===== src/rtl/input_frame_scheduler_if.sv =====
// Valid/ready word channel from the input frame scheduler to the game-logic input port.
// The scheduler drives the master side; the consumer drives out_ready from the slave side.
interface input_frame_scheduler_if #(
  parameter int WIDTH = 10
) ();
  logic             out_valid;
  logic             out_ready;
  logic [WIDTH-1:0] out_data;
  logic [1:0]       out_player;

  modport master (
    output out_valid,
    output out_data,
    output out_player,
    input  out_ready
  );

  modport slave (
    input  out_valid,
    input  out_data,
    input  out_player,
    output out_ready
  );
endinterface


===== src/rtl/input_frame_scheduler.sv =====
// Snapshots NUM_PLAYERS control words per frame and issues them round-robin, rotating the first player.
// Optional macro SKIP_IDLE_EN: players whose snapshotted word is zero are skipped.
module input_frame_scheduler #(
  parameter int WIDTH       = 10,
  parameter int NUM_PLAYERS = 2,
  parameter int FCNT_W      = 8
) (
  input  logic                         clk,
  input  logic                         reset,
  input  logic                         frame_tick,
  input  logic [NUM_PLAYERS*WIDTH-1:0] ctrl_in,
  input  logic                         clear_overrun,
  input_frame_scheduler_if.master      out_bus,
  output logic                         frame_done,
  output logic                         busy,
  output logic                         overrun,
  output logic [FCNT_W-1:0]            frame_count
);

  // Storage is sized for the 4-player maximum so 2-bit pointers index it without width games.
  localparam int MAXP = 4;

  localparam logic [1:0] S_IDLE  = 2'd0;
  localparam logic [1:0] S_ISSUE = 2'd1;
  localparam logic [1:0] S_DONE  = 2'd2;

  logic [1:0]            state;
  logic [WIDTH-1:0]      snap [MAXP];
  logic [MAXP-1:0]       pending;
  logic [MAXP-1:0]       tick_mask;
  logic [MAXP-1:0]       pending_after;
  logic [1:0]            first_ptr;
  logic [1:0]            cur_ptr;
  logic [1:0]            sel_ptr;
  logic [MAXP*WIDTH-1:0] ctrl_pad;
  logic                  xfer;
  logic                  tick_busy;

  function automatic logic [1:0] wrap_inc(input logic [1:0] base, input int off);
    int s;
    s = int'(base) + off;
    if (s >= NUM_PLAYERS) s = s - NUM_PLAYERS;
    return s[1:0];
  endfunction

  assign ctrl_pad = (MAXP*WIDTH)'(ctrl_in);

  always_comb begin
    tick_mask = '0;
    for (int p = 0; p < NUM_PLAYERS; p++) begin
`ifdef SKIP_IDLE_EN
      tick_mask[p] = |ctrl_pad[p*WIDTH +: WIDTH];
`else
      tick_mask[p] = 1'b1;
`endif
    end
  end

  // Scan from the largest offset down so the nearest pending player at or after cur_ptr wins.
  always_comb begin
    sel_ptr = cur_ptr;
    for (int k = NUM_PLAYERS - 1; k >= 0; k--) begin
      if (pending[wrap_inc(cur_ptr, k)]) sel_ptr = wrap_inc(cur_ptr, k);
    end
  end

  assign xfer      = (state == S_ISSUE) && out_bus.out_ready;
  assign tick_busy = frame_tick && (state != S_IDLE);

  always_comb begin
    pending_after = pending;
    if (xfer) pending_after[sel_ptr] = 1'b0;
  end

  always_ff @(posedge clk) begin
    if (!reset) begin
      state       <= S_IDLE;
      pending     <= '0;
      first_ptr   <= '0;
      cur_ptr     <= '0;
      frame_count <= '0;
      for (int p = 0; p < MAXP; p++) snap[p] <= '0;
    end else begin
      case (state)
        S_IDLE: begin
          if (frame_tick) begin
            for (int p = 0; p < MAXP; p++) snap[p] <= ctrl_pad[p*WIDTH +: WIDTH];
            pending     <= tick_mask;
            cur_ptr     <= first_ptr;
            first_ptr   <= wrap_inc(first_ptr, 1);
            frame_count <= frame_count + FCNT_W'(1);
            state       <= (tick_mask == '0) ? S_DONE : S_ISSUE;
          end
        end
        S_ISSUE: begin
          if (xfer) begin
            pending <= pending_after;
            cur_ptr <= wrap_inc(sel_ptr, 1);
            if (pending_after == '0) state <= S_DONE;
          end
        end
        S_DONE:  state <= S_IDLE;
        default: state <= S_IDLE;
      endcase
    end
  end

  // A tick that cannot be accepted outranks a same-cycle clear.
  always_ff @(posedge clk) begin
    if (!reset)             overrun <= 1'b0;
    else if (tick_busy)     overrun <= 1'b1;
    else if (clear_overrun) overrun <= 1'b0;
  end

  assign out_bus.out_valid  = (state == S_ISSUE);
  assign out_bus.out_data   = (state == S_ISSUE) ? snap[sel_ptr] : '0;
  assign out_bus.out_player = (state == S_ISSUE) ? sel_ptr : 2'd0;
  assign busy               = (state == S_ISSUE);
  assign frame_done         = (state == S_DONE);

endmodule

===== src/flat_wrapper.sv =====
// flat-port wrapper written by rule: the top's interface ports become plain ports
module input_frame_scheduler_flat 
#(
  parameter int WIDTH       = 10,
  parameter int NUM_PLAYERS = 2,
  parameter int FCNT_W      = 8
)
  (clk, reset, frame_tick, ctrl_in, clear_overrun, frame_done, busy, overrun, frame_count, out_bus_out_valid, out_bus_out_data, out_bus_out_player, out_bus_out_ready);
  input_frame_scheduler_if #(.WIDTH(WIDTH)) out_bus_i ();
  input  logic clk;
  input  logic reset;
  input  logic frame_tick;
  input  logic [NUM_PLAYERS*WIDTH-1:0] ctrl_in;
  input  logic clear_overrun;
  output logic frame_done;
  output logic busy;
  output logic overrun;
  output logic [FCNT_W-1:0] frame_count;
  output wire logic [$bits(out_bus_i.out_valid)-1:0] out_bus_out_valid;
  output wire logic [$bits(out_bus_i.out_data)-1:0] out_bus_out_data;
  output wire logic [$bits(out_bus_i.out_player)-1:0] out_bus_out_player;
  input wire logic [$bits(out_bus_i.out_ready)-1:0] out_bus_out_ready;
  assign out_bus_out_valid = out_bus_i.out_valid;
  assign out_bus_out_data = out_bus_i.out_data;
  assign out_bus_out_player = out_bus_i.out_player;
  assign out_bus_i.out_ready = out_bus_out_ready;
  input_frame_scheduler #(.WIDTH(WIDTH), .NUM_PLAYERS(NUM_PLAYERS), .FCNT_W(FCNT_W)) u_core (.clk(clk), .reset(reset), .frame_tick(frame_tick), .ctrl_in(ctrl_in), .clear_overrun(clear_overrun), .out_bus(out_bus_i), .frame_done(frame_done), .busy(busy), .overrun(overrun), .frame_count(frame_count));
endmodule

===== config.mk =====
export PLATFORM = sky130hd
export DESIGN_NAME = input_frame_scheduler_flat
export DESIGN_NICKNAME = d
export VERILOG_FILES = /design/src/rtl/input_frame_scheduler_if.sv /design/src/rtl/input_frame_scheduler.sv /design/src/flat_wrapper.sv
export SDC_FILE = /design/constraint.sdc
export NUM_CORES = 1
export LEC_CHECK = 0
export ABC_AREA = 1
export CORE_UTILIZATION = 48
export DETAILED_ROUTE_END_ITERATION = 8
export PLACE_DENSITY_LB_ADDON = 0.2
export SLEW_MARGIN = 10
export SYNTH_ARGS = -nofsm -noshare
export SYNTH_HDL_FRONTEND = slang
export SYNTH_SLANG_ARGS = --single-unit

===== constraint.sdc =====
create_clock -name clk -period 1.8 [get_ports clk]
set_clock_uncertainty 0.1 [all_clocks]
set_input_delay 0.27 -clock clk [delete_from_list [all_inputs] [get_ports clk]]
set_output_delay 0.27 -clock clk [all_outputs]
set_load 0.05 [all_outputs]

* Word-level counts from Yosys, hierarchy flattened
Memories as Yosys holds them, arrays and structs flattened.
Cells that the tools add are included.
** Storage, ports and cells
- Bits in registers :: 19
- RAM bits :: 40
- Input bits :: 25
- Output and inout port bits :: 24
- Memories kept :: 1
** Memory list
- u_core.snap :: depth 4, bits a word 10, read ports 1, clocked after memory_dff 0, wr ports 4, RTL line input_frame_scheduler.sv:28 : logic [WIDTH-1:0] snap [MAXP];
** Cells by class
- Add/subtract/negate cells :: 8
- $lt $le $gt $ge :: 8
- Equality and inequality tests :: 5
- Multiplexer cells :: 36
- Bitwise gates (word level) :: 6
- Reduce and logical (&&, ||, !) cells :: 11
** Operators by type and width (count)
- 10-bit two-way mux :: 5
- 2-bit two-way mux :: 12
- 4-bit two-way mux :: 3
- 1-bit two-way mux :: 10
- 2-bit by 1-bit adder with 3-bit output, second input constant :: 3
- 3-bit by 2-bit greater-or-equal comparator with 1-bit output, second input constant :: 3
- 2-bit by 3-bit less-than comparator with 1-bit output, second input constant :: 3
- 8-bit by 1-bit adder with 8-bit output, second input constant :: 1
- 2-bit one-hot mux with 2 select lines :: 2
- 4-bit one-hot mux with 2 select lines :: 1
- 2-bit subtractor, second input constant :: 4
- 3-bit AND reduction :: 2
- 2-bit nonzero test :: 3
- 4-bit bitwise AND :: 1
- 1-bit binary-select mux with 2-bit select :: 2
- 4-bit logical NOT :: 1
- 2-bit by 1-bit != test with 1-bit output, second input constant :: 2
- 4-bit inverter :: 1
- 1-bit bitwise OR :: 4
- 1-bit logical AND :: 3
- 1-bit demux with 2-bit select :: 1
- 2-bit by 1-bit == test with 1-bit output, second input constant :: 1
- 2-bit == test, second input constant :: 1
- 2-bit by 1-bit greater-or-equal comparator with 1-bit output, second input constant :: 1
- 4 further kinds :: 4

* Longest topological paths before layout
Gate-level depths: netlist (run 1).
- Depth in word-level cells :: 18
- Depth in mapped cells :: 10
- Depth with buffers taken out :: 10

* Least setup slack after synthesis (run 1)
OpenSTA, ideal clock, no wires.
- Path kind :: register to output
- Start :: reg u_core.state[0]
- End :: out out_bus_out_data[0]
- Arrival :: 1.838 ns
- Path slack :: -0.408 ns
- Stages on the path, launching flop included :: 6
- Buffers on the path :: 1
- Cells stage by stage :: dfxtp_1 > inv_2 > nor2_4 > inv_1 > clkbuf_1 > a21oi_1
** Between the ends
- Cells in the longest elaborated chain, start to end :: 2
** RTL lines
- from (decl) :: RTL line input_frame_scheduler.sv:27 : logic [1:0] state;
- from (signal assigned) :: RTL line input_frame_scheduler.sv:92 : state <= (tick_mask == '0) ? S_DONE : S_ISSUE;
- 2-bit by 1-bit == test with 1-bit output
- net busy :: RTL line flat_wrapper.sv:16 : output logic busy;
- 10-bit two-way mux :: RTL line input_frame_scheduler.sv:116 : assign out_bus.out_data = (state == S_ISSUE) ? snap[sel_ptr] : '0;
- to (decl) :: RTL line flat_wrapper.sv:20 : output wire logic [$bits(out_bus_i.out_data)-1:0] out_bus_out_data;
The timed path passes the listed nets, and every way through them passes these cells.

* Worst setup path after layout (run 1)
- Start :: reg u_core.cur_ptr[0]
- End :: out out_bus_out_data[2]
** Between the ends
- Cells in the longest elaborated chain, start to end :: 9
- Elaborated cells on any way between the ends :: 15
- Those cells by class :: add/sub: 3; order compare: 2; mux: 9; memory: 1
** RTL lines
- from (decl) :: RTL line input_frame_scheduler.sv:33 : logic [1:0] cur_ptr;
- from (signal assigned) :: RTL line input_frame_scheduler.sv:89 : cur_ptr <= first_ptr;
- from (signal assigned) :: RTL line input_frame_scheduler.sv:98 : cur_ptr <= wrap_inc(sel_ptr, 1);
- 2-bit by 1-bit adder with 3-bit output :: RTL line input_frame_scheduler.sv:41 : s = int'(base) + off;
- 3-bit by 2-bit greater-or-equal comparator with 1-bit output / 2-bit subtractor (equally long branches) :: RTL line input_frame_scheduler.sv:42 : if (s >= NUM_PLAYERS) s = s - NUM_PLAYERS;
- 2-bit two-way mux :: RTL line input_frame_scheduler.sv:42
- 1-bit binary-select mux with 2-bit select :: RTL line input_frame_scheduler.sv:63 : if (pending[wrap_inc(cur_ptr, k)]) sel_ptr = wrap_inc(cur_ptr, k);
- 1-bit two-way mux (implied by the code) :: RTL line input_frame_scheduler.sv:63
- 2-bit two-way mux :: RTL line input_frame_scheduler.sv:63
- 2-bit two-way mux * :: RTL line input_frame_scheduler.sv:63
- memory 4 x 10 bit *
- 10-bit two-way mux * :: RTL line input_frame_scheduler.sv:116
Every way passes the cells marked *; elsewhere a longest branch is shown, timed or not. The select of a mux whose other input is x is not followed.

==> results of run 1 <==
## final cells by class
| cell class | count | area, um^2 |
|---|---|---|
| Inverter | 44 | 176 |
| Clock buffer | 5 | 68.8 |
| Multi-Input combinational cell | 140 | 856 |
| Tap cell | 48 | 60.1 |
| Clock inverter | 3 | 20.0 |
| Sequential cell | 39 | 993 |
| Fill cell | 258 | 781 |
| Timing Repair Buffer | 63 | 733 |
## Yosys cell counts, types with 2 or more instances
cell / number / area [um^2]
dfxtp_1: 19 / 380
nand2_1: 52 / 195
nor3_1: 2 / 10.0
nor2_1: 31 / 116
nand3_1: 9 / 45.0
inv_2: 3 / 11.3
buf_4: 2 / 15.0
buf_6: 2 / 22.5
o21ai_0: 3 / 15.0
edfxtp_1: 20 / 601
a21oi_1: 20 / 100
inv_1: 40 / 150
nor2_2: 6 / 37.5
nor2_4: 4 / 45.0
## registers in the layout (all words and copies together), names as in the netlist
| signal | flops |
|---|---|
| u_core.cur_ptr | 2 |
| u_core.first_ptr | 2 |
| u_core.frame_count | 8 |
| u_core.overrun | 1 |
| u_core.pending | 4 |
| u_core.snap | 20 |
| u_core.state | 2 |
## power groups by stage
stage	logic (uW)	registers, uW	clock network, uW
floorplan	343	1070	0
global placement	591	1050	0
detailed placement	600	1050	0
CTS	654	1040	586
global route	717	1050	619
finish	671	1040	576
## stage by stage
step           hold slack (ps)  setup WS, ps  std cells   util
2_1_floorplan              313          -169        227      -
3_3_place_gp               338         -4.25        327  0.722
3_5_place_dp               353         -62.0        327  0.722
4_1_cts                    365          -273        340  0.772
5_1_grt                    401          -389        342  0.788
6_report                   353          -313        342  0.788
## what timing repair did
item | in CTS | in global routing
pin swaps | 15 | 5
endpoints found under the setup margin | 12 | 12
setup buffers | 3 | 2
gates resized for setup | 21 | 13
gates cloned | 2 | 0
## logic make-up after synthesis
group / after synthesis
AO/OA/AOI/OAI: 28
AND/OR/NAND/NOR: 109
flip-flops: 39
adder cells (fa/ha/maj): 1
buffers and inverters: 50
## per-layer routing
layer	vias to the layer above	wire, um	track usage
met2	51	2190	0.408
li1	844	-	-
met5	-	0	0
met4	0	118	0.134
met1	750	1720	0.263
met3	13	206	0.0393
## worst max-delay path by stage
stage / from / to / slack, ps
global route: u_core.cur_ptr[1]$_SDFFE_PN0P_ / out_bus_out_data[1] / -390
CTS: u_core.cur_ptr[0]$_SDFFE_PN0P_ / out_bus_out_data[1] / -270
detailed placement: u_core.cur_ptr[1]$_SDFFE_PN0P_ / out_bus_out_data[1] / -60
floorplan: u_core.state[0]$_SDFFE_PN0P_ / out_bus_out_data[0] / -170
finish: u_core.cur_ptr[0]$_SDFFE_PN0P_ / out_bus_out_data[2] / -310
global placement: u_core.cur_ptr[1]$_SDFFE_PN0P_ / out_bus_out_data[1] / -4
## critical path, stage by stage (launching register included)
cell and delay [ps]:
dfxtp_4 360, inv_4 60, nand2_4 50, nand3_4 70, clkinvlp_4 200, nor2_4 240, nand2_1 130, a21oi_4 180
buf_12 150
==> summary.txt, run 1 <==
STA
  • Tmin final: 2110 ps
  • Unrepaired setup endpoints after global routing: true
  • Setup violations, final: 10
  • Worst slew margin: 0.753
  • Max Freq: 0.473 GHz
  • Max-slew violation count: 0
  • Final critical-path share of the clock period: 1.17
  • Setup Total Neg Slack: -2850 ps
  • Setup slack after layout: -313 ps
  • Worst-margin pin slew: 370 ps
  • Final hold violation count: 0

Hold path
  • Hold Path Class: flip-flop to flip-flop
  • Hold-critical path depth: 2
  • Hold path start: u_core.pending[3]$_SDFFE_PN0P_
  • Hold Path End: u_core.pending[3]$_SDFFE_PN0P_

Clock network
  • Clock slew at reported path FFs: 70 ps
  • Post-CTS Hold Buffers: 0
  • H-tree depth: 2
  • Clock Tree Root: clkbuf_8
  • Insertion delay to the later sink of the worst-skew pair: 290 ps
  • CTS Buf Count: 5
  • CTS Sinks: 39
  • TritonCTS clock tree: yes
  • Clk buf depth: 2

Routing
  • DRT iter0 DRCs: 99
  • Final wirelength: 4240 um
  • Pre-antenna DRT Iters: 4
  • Vias post-DR: 1658
  • Antenna viol nets, final: 0
  • Via-to-Cell Ratio: 4.85
  • WL/cell: 12.4 um
  • Residual DRC: 0

Setup path
  • Max FO, Critical Path: 5
  • Required time worst endpoint: 1430 ps
  • Crit Reg-Reg Startpoint: u_core.pending[1]$_SDFFE_PN0P_
  • Critical path launch point type: flip-flop
  • R2r endpoint: u_core.state[0]$_SDFFE_PN0P_
  • WP data arrival: 1740 ps
  • CP Class: flip-flop to output port
  • FF-to-FF path depth: 10
  • Crit path capture type: output port
  • R2R Setup Slk: 140 ps

Global routing
  • Initial antenna violation count: 0
  • GRT Util Overall: 0.232
  • Largest net degree at the start of global routing: 23
  • Vias in the first global route: 1626
  • First-pass GRT wire length: 7090 um
  • Grt total ovfl: 0

Yosys
  • Sequential cell area fraction in the yosys report: 0.531
  • Asr flop ratio synth: 0
  • Net count after synthesis: 253
  • Synth Area in Simple Gates: 0.266
  • Average cell area after synthesis: 8.14 um^2
  • Yosys reg bits: 39
  • Unique masters post-synth: 28
  • Multiplexer share of the synthesized area: 0
  • Xor/xnor share of the synthesized area: 0
  • Synth Area in Adders: 0.00678
  • Ys Warns: 0
  • Main flop type after synthesis: edfxtp_1
  • Largest family of logic cells by synthesized area: simple AND/OR/NAND/NOR gates
  • EDFF count, synth: 20
  • Synth Instances: 227
  • Compound-cell area share of the yosys netlist: 0.0820
  • Synth Cell Area: 0.00185 mm^2

Placement
  • Dpl hpwl: 2830 um
  • PortBufs: 48
  • Placed Area: 0.00266 mm^2
  • RD Place Congestion: 0.812

Cells and area
  • Most frequent cells in the layout: nand2_1, inv_1, nor2_1
  • Most common cell after layout, fill and taps aside: nand2_1
  • Fin area: 0.00291 mm^2
  • Nets: 319
  • Synthesis-to-finish area growth: 57.5%
  • Fraction of layout cells with a size suffix above 1: 0.337
  • Number of diodes: 0

Power and ir drop
  • Design Power: 2290 uW
  • Leakage Power: 0.00123 uW
  • Switching power total: 737 uW
  • Sw Ratio: 0.322
  • Worst VDD drop: 0.000674 V
  • Clock Power Share: 0.252
  • Power Dens Cells: 787 mW/mm^2
  • Gate power share: 0.293
  • Internal Power: 1550 uW
  • Sequential Power Share: 0.455

Run status
  • Failing checks: setup timing
  • Status: complete, but fails checks

Floorplanning
  • Die W: 64.0 um
  • Die outline area: 0.00410 mm^2
  • Die Y: 64.0 um
  • Num rows: 22
  • CORE AREA: 0.00369 mm^2
  • Number of top-level pins: 49
  • Initial Util: 0.501

Job
  • Max-cap violations: 0
Power figures use the tool's default switching activity.
==> inputs of run 2 (changes only) <==
Settings changed: HOLD_SLACK_MARGIN from default to 0.05, TNS_END_PERCENT from default to 5.
==> summary.txt, run 2 (synthesis results as in run 1) <==
Clock network
  • H-tree depth: 2
  • CTS Buf Count: 5
  • Clock slew at reported path FFs: 70 ps
  • Insertion delay to the later sink of the worst-skew pair: 290 ps
  • Clk buf depth: 2
  • Clock Tree Root: clkbuf_8
  • CTS Sinks: 39
  • TritonCTS clock tree: yes
  • Post-CTS Hold Buffers: 0

Floorplanning
  • Number of top-level pins: 49
  • Die Y: 64.0 um
  • Num rows: 22
  • CORE AREA: 0.00369 mm^2
  • Die W: 64.0 um
  • Die outline area: 0.00410 mm^2
  • Initial Util: 0.501

Cells and area
  • Max FFs per register: 20
  • Top reg by flops: u_core.snap
  • Fin area: 0.00280 mm^2
  • Fraction of layout cells with a size suffix above 1: 0.289
  • Synthesis-to-finish area growth: 51.8%
  • Number of diodes: 0
  • Most frequent cells in the layout: nand2_1, inv_1, nor2_1
  • Most common cell after layout, fill and taps aside: nand2_1
  • Nets: 319
  • Non-filler cells, final: 342
  • Largest registers: u_core.snap x20, u_core.frame_count x8, u_core.pending x4
  • Fillers: 287

STA
  • Worst slew margin: 0.744
  • Setup slack after layout: -320 ps
  • Tmin final: 2120 ps
  • Max Freq: 0.472 GHz
  • Unrepaired setup endpoints after global routing: true
  • Setup violations, final: 11
  • Max-slew violation count: 0
  • Worst-margin pin slew: 383 ps
  • Final hold violation count: 0
  • Final critical-path share of the clock period: 1.18

Global routing
  • Vias in the first global route: 1518
  • First-pass GRT wire length: 6600 um
  • Grt total ovfl: 0
  • Largest net degree at the start of global routing: 23
  • Initial antenna violation count: 0
  • GRT Util Overall: 0.216

Routing
  • DRT iter0 DRCs: 74
  • Final wirelength: 3940 um
  • Via-to-Cell Ratio: 4.81
  • Vias post-DR: 1645
  • Pre-antenna DRT Iters: 4
  • Antenna viol nets, final: 0
  • Residual DRC: 0
  • WL/cell: 11.5 um

Setup path
  • R2R Setup Slk: 190 ps
  • WP data arrival: 1750 ps
  • Max FO, Critical Path: 5
  • CP Class: flip-flop to output port
  • FF-to-FF path depth: 11
  • Crit path capture type: output port
  • Critical path launch point type: flip-flop
  • Required time worst endpoint: 1430 ps

Placement
  • Dpl hpwl: 2750 um
  • Placed insts: 328
  • RD Place Congestion: 0.856
  • Placed Area: 0.00260 mm^2
  • PortBufs: 48

Power and ir drop
  • Leakage Power: 0.00121 uW
  • Worst VDD drop: 0.000684 V
  • Power Dens Cells: 788 mW/mm^2

Hold path
  • Hold-critical path depth: 2
  • Hold Path Class: flip-flop to flip-flop

Run status
  • Status: complete, but fails checks
  • Failing checks: setup timing

Job
  • Max-cap violations: 0
==> run 2: final timing paths <==
check / startpoint / endpoint
min reg2reg: u_core.first_ptr[1]$_SDFFE_PN0P_ / u_core.first_ptr[1]$_SDFFE_PN0P_
max reg2reg: u_core.cur_ptr[0]$_SDFFE_PN0P_ / u_core.state[0]$_SDFFE_PN0P_
min: u_core.first_ptr[1]$_SDFFE_PN0P_ / u_core.first_ptr[1]$_SDFFE_PN0P_
max: u_core.cur_ptr[0]$_SDFFE_PN0P_ / out_bus_out_data[7]
==> run 2: report_power, final <==
group | total [uW] | internal (uW) | switching [uW] | leakage, uW
registers | 1030 | 1000 | 30.3 | 0.000373
logic | 625 | 263 | 362 | 0.000801
clock network | 551 | 275 | 276 | 0.0000395
==> run 2: repair_timing <==
item,4_1_cts,5_1_grt
gates resized for setup,13,9
pin swaps,9,7
setup buffers,2,2
setup endpoints to repair,12,12
cloned,2,0
==> run 2: area by class of cell <==
| class | count | area (um^2) | share of cell area |
|---|---|---|---|
| sequential | 39 | 990 | 0.353 |
| multi-input combinational | 140 | 772 | 0.275 |
| timing repair buffer | 63 | 733 | 0.261 |
| inverter | 44 | 169 | 0.0602 |
| clock buffer | 8 | 80.1 | 0.0286 |
| tap | 48 | 60.1 | 0.0214 |
==> run 2: routing by layer <==
metal | routed length (um) | vias up | share of wire | GRT usage
met5 | 0 | - | 0 | 0
met4 | 46 | 0 | 0.012 | 0.0653
met3 | 146 | 6 | 0.037 | 0.0607
met2 | 2050 | 36 | 0.52 | 0.399
met1 | 1700 | 765 | 0.43 | 0.237
li1 | - | 838 | - | -
==> run 2: stage by stage <==
| stage | total power [uW] | utilization | hold slack (ps) | setup TNS [ps] | setup WS (ps) |
|---|---|---|---|---|---|
| floorplan | 1380 | - | 313 | -2700 | -234 |
| CTS | 2210 | 0.746 | 356 | -2700 | -281 |
| finish | 2210 | 0.760 | 362 | -2870 | -320 |
| global placement | 1610 | 0.706 | 340 | -263 | -45.9 |
| detailed placement | 1630 | 0.706 | 345 | -356 | -64.6 |
| global route | 2330 | 0.760 | 378 | -4000 | -410 |
==> run 2: critical path, stage by stage, from the launching register on <==
cell	delay, ps
dfxtp_2	330
inv_2	90
nand2_4	60
nand3_4	80
clkinvlp_4	190
nor2_4	250
nand2_2	100
a21oi_4	200
buf_12	160
==> inputs of run 3 (changes only) <==
Settings changed: CAP_MARGIN from default to 20, CORE_MARGIN from default to 3, CORE_UTILIZATION 48 to 55, DONT_BUFFER_PORTS from default to 1.
==> summary.txt, run 3 (synthesis results as in run 1) <==
Run status
  • Status: complete, but fails checks
  • Failing checks: setup timing

STA
  • Max-slew violation count: 0
  • Setup slack after layout: -320 ps
  • Setup violations, final: 12
  • Final hold violation count: 0
  • Max Freq: 0.472 GHz
  • Worst slew margin: 0.557
  • Tmin final: 2120 ps
  • Final critical-path share of the clock period: 1.18
  • Setup Total Neg Slack: -3360 ps
  • Worst-margin pin slew: 664 ps
  • Unrepaired setup endpoints after global routing: true

Setup path
  • CP Depth: 8
  • FF-to-FF path depth: 10
  • CP max-delay cell: dfxtp_4
  • R2R Setup Slk: 110 ps
  • Max FO, Critical Path: 5
  • Critical path launch point type: flip-flop
  • Required time worst endpoint: 1430 ps
  • Crit path capture type: output port
  • R2r endpoint: u_core.state[0]$_SDFFE_PN0P_
  • Largest stage delay, worst path: 390 ps
  • Crit path max-delay family: simple AND/OR/NAND/NOR gates
  • WP data arrival: 1750 ps
  • CP Class: flip-flop to output port
  • Most common cell on crit path: inv_4
  • CP Buf/Inv Count: 3
  • Crit Reg-Reg Startpoint: u_core.cur_ptr[0]$_SDFFE_PN0P_
  • Crit-path cells: inv_4, nand2_2, nand3_2, inv_4, nor2_4, nand2_1, a21oi_2, buf_12

Routing
  • WL/cell: 15.1 um
  • Final wirelength: 4930 um
  • Antenna viol nets, final: 0
  • Vias post-DR: 1689
  • Via-to-Cell Ratio: 5.18
  • WL met1: 1790 um
  • Met2 routed WL: 2640 um
  • DRT iter0 DRCs: 99
  • Met3 Wirelength: 389 um
  • Top Layer Used: met4
  • Pre-antenna DRT Iters: 4
  • Residual DRC: 0

Global routing
  • First-pass GRT wire length: 7910 um
  • Vias in the first global route: 1775
  • Largest net degree at the start of global routing: 23
  • Grt total ovfl: 0
  • GRT Util Overall: 0.258
  • Initial antenna violation count: 0

Floorplanning
  • Die outline area: 0.00409 mm^2
  • Number of top-level pins: 49
  • Die W: 63.9 um
  • Num rows: 20
  • CORE AREA: 0.00313 mm^2
  • Die Y: 63.9 um
  • Initial Util: 0.590

Cells and area
  • Max FFs per register: 20
  • Number of diodes: 0
  • Fillers: 176
  • Most common cell after layout, fill and taps aside: nand2_1
  • Synthesis-to-finish area growth: 42.8%
  • Nets: 307
  • Largest registers: u_core.snap x20, u_core.frame_count x8, u_core.pending x4
  • Top reg by flops: u_core.snap
  • Fraction of layout cells with a size suffix above 1: 0.287
  • Most frequent cells in the layout: nand2_1, inv_1, nor2_1
  • Non-filler cells, final: 326

Clock network
  • H-tree depth: 2
  • Clock slew at reported path FFs: 120 ps
  • CTS Buf Count: 5
  • Insertion delay to the later sink of the worst-skew pair: 350 ps
  • Clock Tree Root: clkbuf_4
  • CTS Sinks: 39
  • TritonCTS clock tree: yes
  • Clk buf depth: 2

Placement
  • RD Place Congestion: 0.863
  • PortBufs: 0
  • Dpl hpwl: 2970 um
  • Placed insts: 290

Hold path
  • Hold Path Class: input port to flip-flop
  • Hold path start: ctrl_in[16]
  • Hold Path End: u_core.snap[1][6]$_SDFFCE_PN0P_
  • Hold-critical path depth: 2

Power and ir drop
  • Worst VDD drop: 0.000702 V
  • Leakage Power: 0.00117 uW
  • Design Power: 2060 uW
  • Power Dens Cells: 779 mW/mm^2

Job
  • Max-cap violations: 0
==> run 3: worst max path at each step <==
stage / startpoint / end
finish: u_core.cur_ptr[0]$_SDFFE_PN0P_ / out_bus_out_data[9]
detailed placement: u_core.pending[1]$_SDFFE_PN0P_ / out_bus_out_data[7]
global route: u_core.pending[0]$_SDFFE_PN0P_ / out_bus_out_data[0]
floorplan: u_core.state[0]$_SDFFE_PN0P_ / out_bus_out_data[0]
CTS: u_core.cur_ptr[1]$_SDFFE_PN0P_ / out_bus_out_data[6]
global placement: u_core.cur_ptr[1]$_SDFFE_PN0P_ / out_bus_out_data[9]
==> run 3: routing by layer <==
layer | vias up | GRT usage
met5 | - | 0
met4 | 0 | 0.148
met3 | 13 | 0.0633
met2 | 76 | 0.458
met1 | 781 | 0.275
li1 | 819 | -
==> run 3: worst reg2reg max path: cells and delay by family (launching register included) <==
kind / cells / cell delay, ps
buffers and inverters: 2 / 220
flip-flops: 1 / 400
AND/OR/NAND/NOR: 8 / 850
==> run 3: final cells by class <==
class                      count  area [um^2]  area share
tap                           44         55.1      0.0209
multi-input combinational    140          771       0.292
clock buffer                   6         41.3      0.0157
timing repair buffer          51          593       0.225
clock inverter                 2         11.3     0.00427
sequential                    39          996       0.378
inverter                      44          170      0.0645
==> run 3: where the power goes <==
part	internal (uW)	total (uW)	switching, uW
clock	152	445	293
sequential	1000	1050	42.3
combinational	208	566	357
total	1360	2060	692
==> run 3: timing repair <==
item,4_1_cts,5_1_grt
hold buffers,24,0
buffers inserted,0,2
pin swaps,2,16
cloned,2,0
setup endpoints to repair,12,12
hold endpoints to repair,29,0
gates resized for setup,5,25
==> run 3: through the flow <==
step           utilization  setup WS (ps)  cell area [um^2]  hold slack, ps
6_report             0.843           -320              2640            82.2
5_1_grt              0.843           -403              2640            57.8
4_1_cts              0.814           -382              2540            58.0
3_5_place_dp         0.714          -67.8              2230             275
3_3_place_gp         0.714           49.3              2230             271
2_1_floorplan            -           -234              1890             313
==> RTL change (flow settings as in run 1) <==
`FCNT_W` is set to 8 in 2 places; all go to 6.
--- a/src/rtl/input_frame_scheduler.sv
+++ b/src/rtl/input_frame_scheduler.sv
@@ -3,7 +3,7 @@
 module input_frame_scheduler #(
   parameter int WIDTH       = 10,
   parameter int NUM_PLAYERS = 2,
-  parameter int FCNT_W      = 8
+  parameter int FCNT_W      = 6
 ) (
   input  logic                         clk,
   input  logic                         reset,
--- a/src/flat_wrapper.sv
+++ b/src/flat_wrapper.sv
@@ -3,7 +3,7 @@
 #(
   parameter int WIDTH       = 10,
   parameter int NUM_PLAYERS = 2,
-  parameter int FCNT_W      = 8
+  parameter int FCNT_W      = 6
 )
   (clk, reset, frame_tick, ctrl_in, clear_overrun, frame_done, busy, overrun, frame_count, out_bus_out_valid, out_bus_out_data, out_bus_out_player, out_bus_out_ready);
   input_frame_scheduler_if #(.WIDTH(WIDTH)) out_bus_i ();
Interface: changed (resized frame_count); port bits go from 49 to 47. The function was not compared with the original's and may differ.
==> RTL change against run 1 <==
  * The flow still finishes with violations (negative setup slack)
  * Synthesized area fell by 5.1%
  * Synthesized cell count fell by 6.2%
  * Worst setup slack got worse by 0.054 ns
  * Wire length rose by 6.2%
  * Combinational power rose by 4.5%
  * Sequential cell count fell by 2
  * Final area fell by 4.8%
  * Power fell by 5.1%
  * Hold slack improved by 0.0061 ns
  * Critical path type unchanged
  * Largest cell class unchanged
  * Largest power group unchanged
==> RTL change: results (changes against run 1) <==
clkbuf count 8 (+3); Well Taps 46 (-4.2%); comb pwr 0.701 mW (+4.5%); wire length per cell 14.1 um (+14%); area post-placement 2540 sq um (-4.5%); met3 WL 161 um (-22%); Setup Buffers After CTS 4 (+1); Signal buffers 57 (-9.5%); met2 Use GR 0.439 (+0.0306); compound-cell area share of the yosys netlist 0.0750 (-0.00698); Psw 0.730 mW (-1.0%); Pleak 1.16 nW (-5.4%); internal power 1.44 mW (-7.1%); Iter 0 DRT Violations 45 (-55%); latest clock arrival within the worst-skew pair 0.34 ns (+0.05 ns); grt met1 use 0.266 (+0.00304); # resized after CTS 26 (+24%); Final Worst Setup Slack -0.367 ns (-0.0536 ns); status finished with violations; Area contributors post-synth edfxtp_1 (34%), dfxtp_1 (19%), nand2_1 (9.9%); port bufs 46 (-4.2%); comb_multi_in 133 (-5.0%); Max VDD drop 0.000503 V (-25%); Syn Nets 239 (-5.5%); Least-Margin Pin Slew 0.362 ns (-0.00879 ns); clk pwr 0.460 mW (-20%); vias after detailed routing 1574 (-5.1%); non-clk buf share 0.249 (-0.00362); Largest cell class sequential cells; Worst-path clk slew 0.10 ns (+0.03 ns); Place WS -0.0354 ns (+0.0265 ns); area share of fa/ha/maj cells after synthesis 0.00714 (+0.000368); violated checks negative setup slack; Fillers 209 (-19%); placed cell count 306 (-6.4%); met1 WL 1830 um (+6.3%); Sum Neg Setup Slack -2.88 ns (-0.0274 ns); syn_area_per_cell 8.22 sq um (+1.1%); M3 GR Usage 0.0456 (+0.00633); final setup violation count 12 (+2); DPL Wire Length 3000 um (+6.1%); WL met2 2390 um (+9.0%); Total GRT Usage 0.243 (+0.0111); proportion of layout cells with a drive suffix above 1 0.365 (+0.0282); Top Registers u_core.snap x20, u_core.frame_count x6, u_core.pending x4; first-pass GRT wire length 7160 um (+0.97%); fraction of area in multi-input gates 0.308 (+0.0139); Commonest cells post-synth nand2_1 (46), inv_1 (32), nor2_1 (31); Clock Sinks 37 (-5.1%); WP data arrival 1.80 ns (+0.06 ns); Seq/Total Area, Yosys 0.537 (+0.00598); ClkCell Share 0.0212 (-0.00931)
## RTL change: logic make-up after synthesis
group	Yosys count
adders and majority gates	1
and+or+nand+nor	105
buffers and inverters	45
AOI/OAI and AO/OA	25
DFF	37
## RTL change: worst register-to-register path, cell delays in order (launching register included)
cell	delay, ns
dfxtp_1	0.37
inv_2	0.07
nor2_4	0.13
buf_4	0.18
nand2_4	0.08
inv_1	0.10
nand3_1	0.11
nand2_1	0.09
nand4_1	0.11
nand2_1	0.08
nand2_1	0.05
## RTL change: final timing paths
| kind | startpoint | endpoint | slack, ns |
|---|---|---|---|
| setup reg to reg | u_core.state[0] | u_core.state[0] | 0.21 |
| hold / removal | u_core.first_ptr[1] | u_core.first_ptr[1] | 0.36 |
| setup / recovery | u_core.cur_ptr[1] | out_bus_out_data[0] | -0.37 |
| hold reg to reg | u_core.first_ptr[1] | u_core.first_ptr[1] | 0.36 |
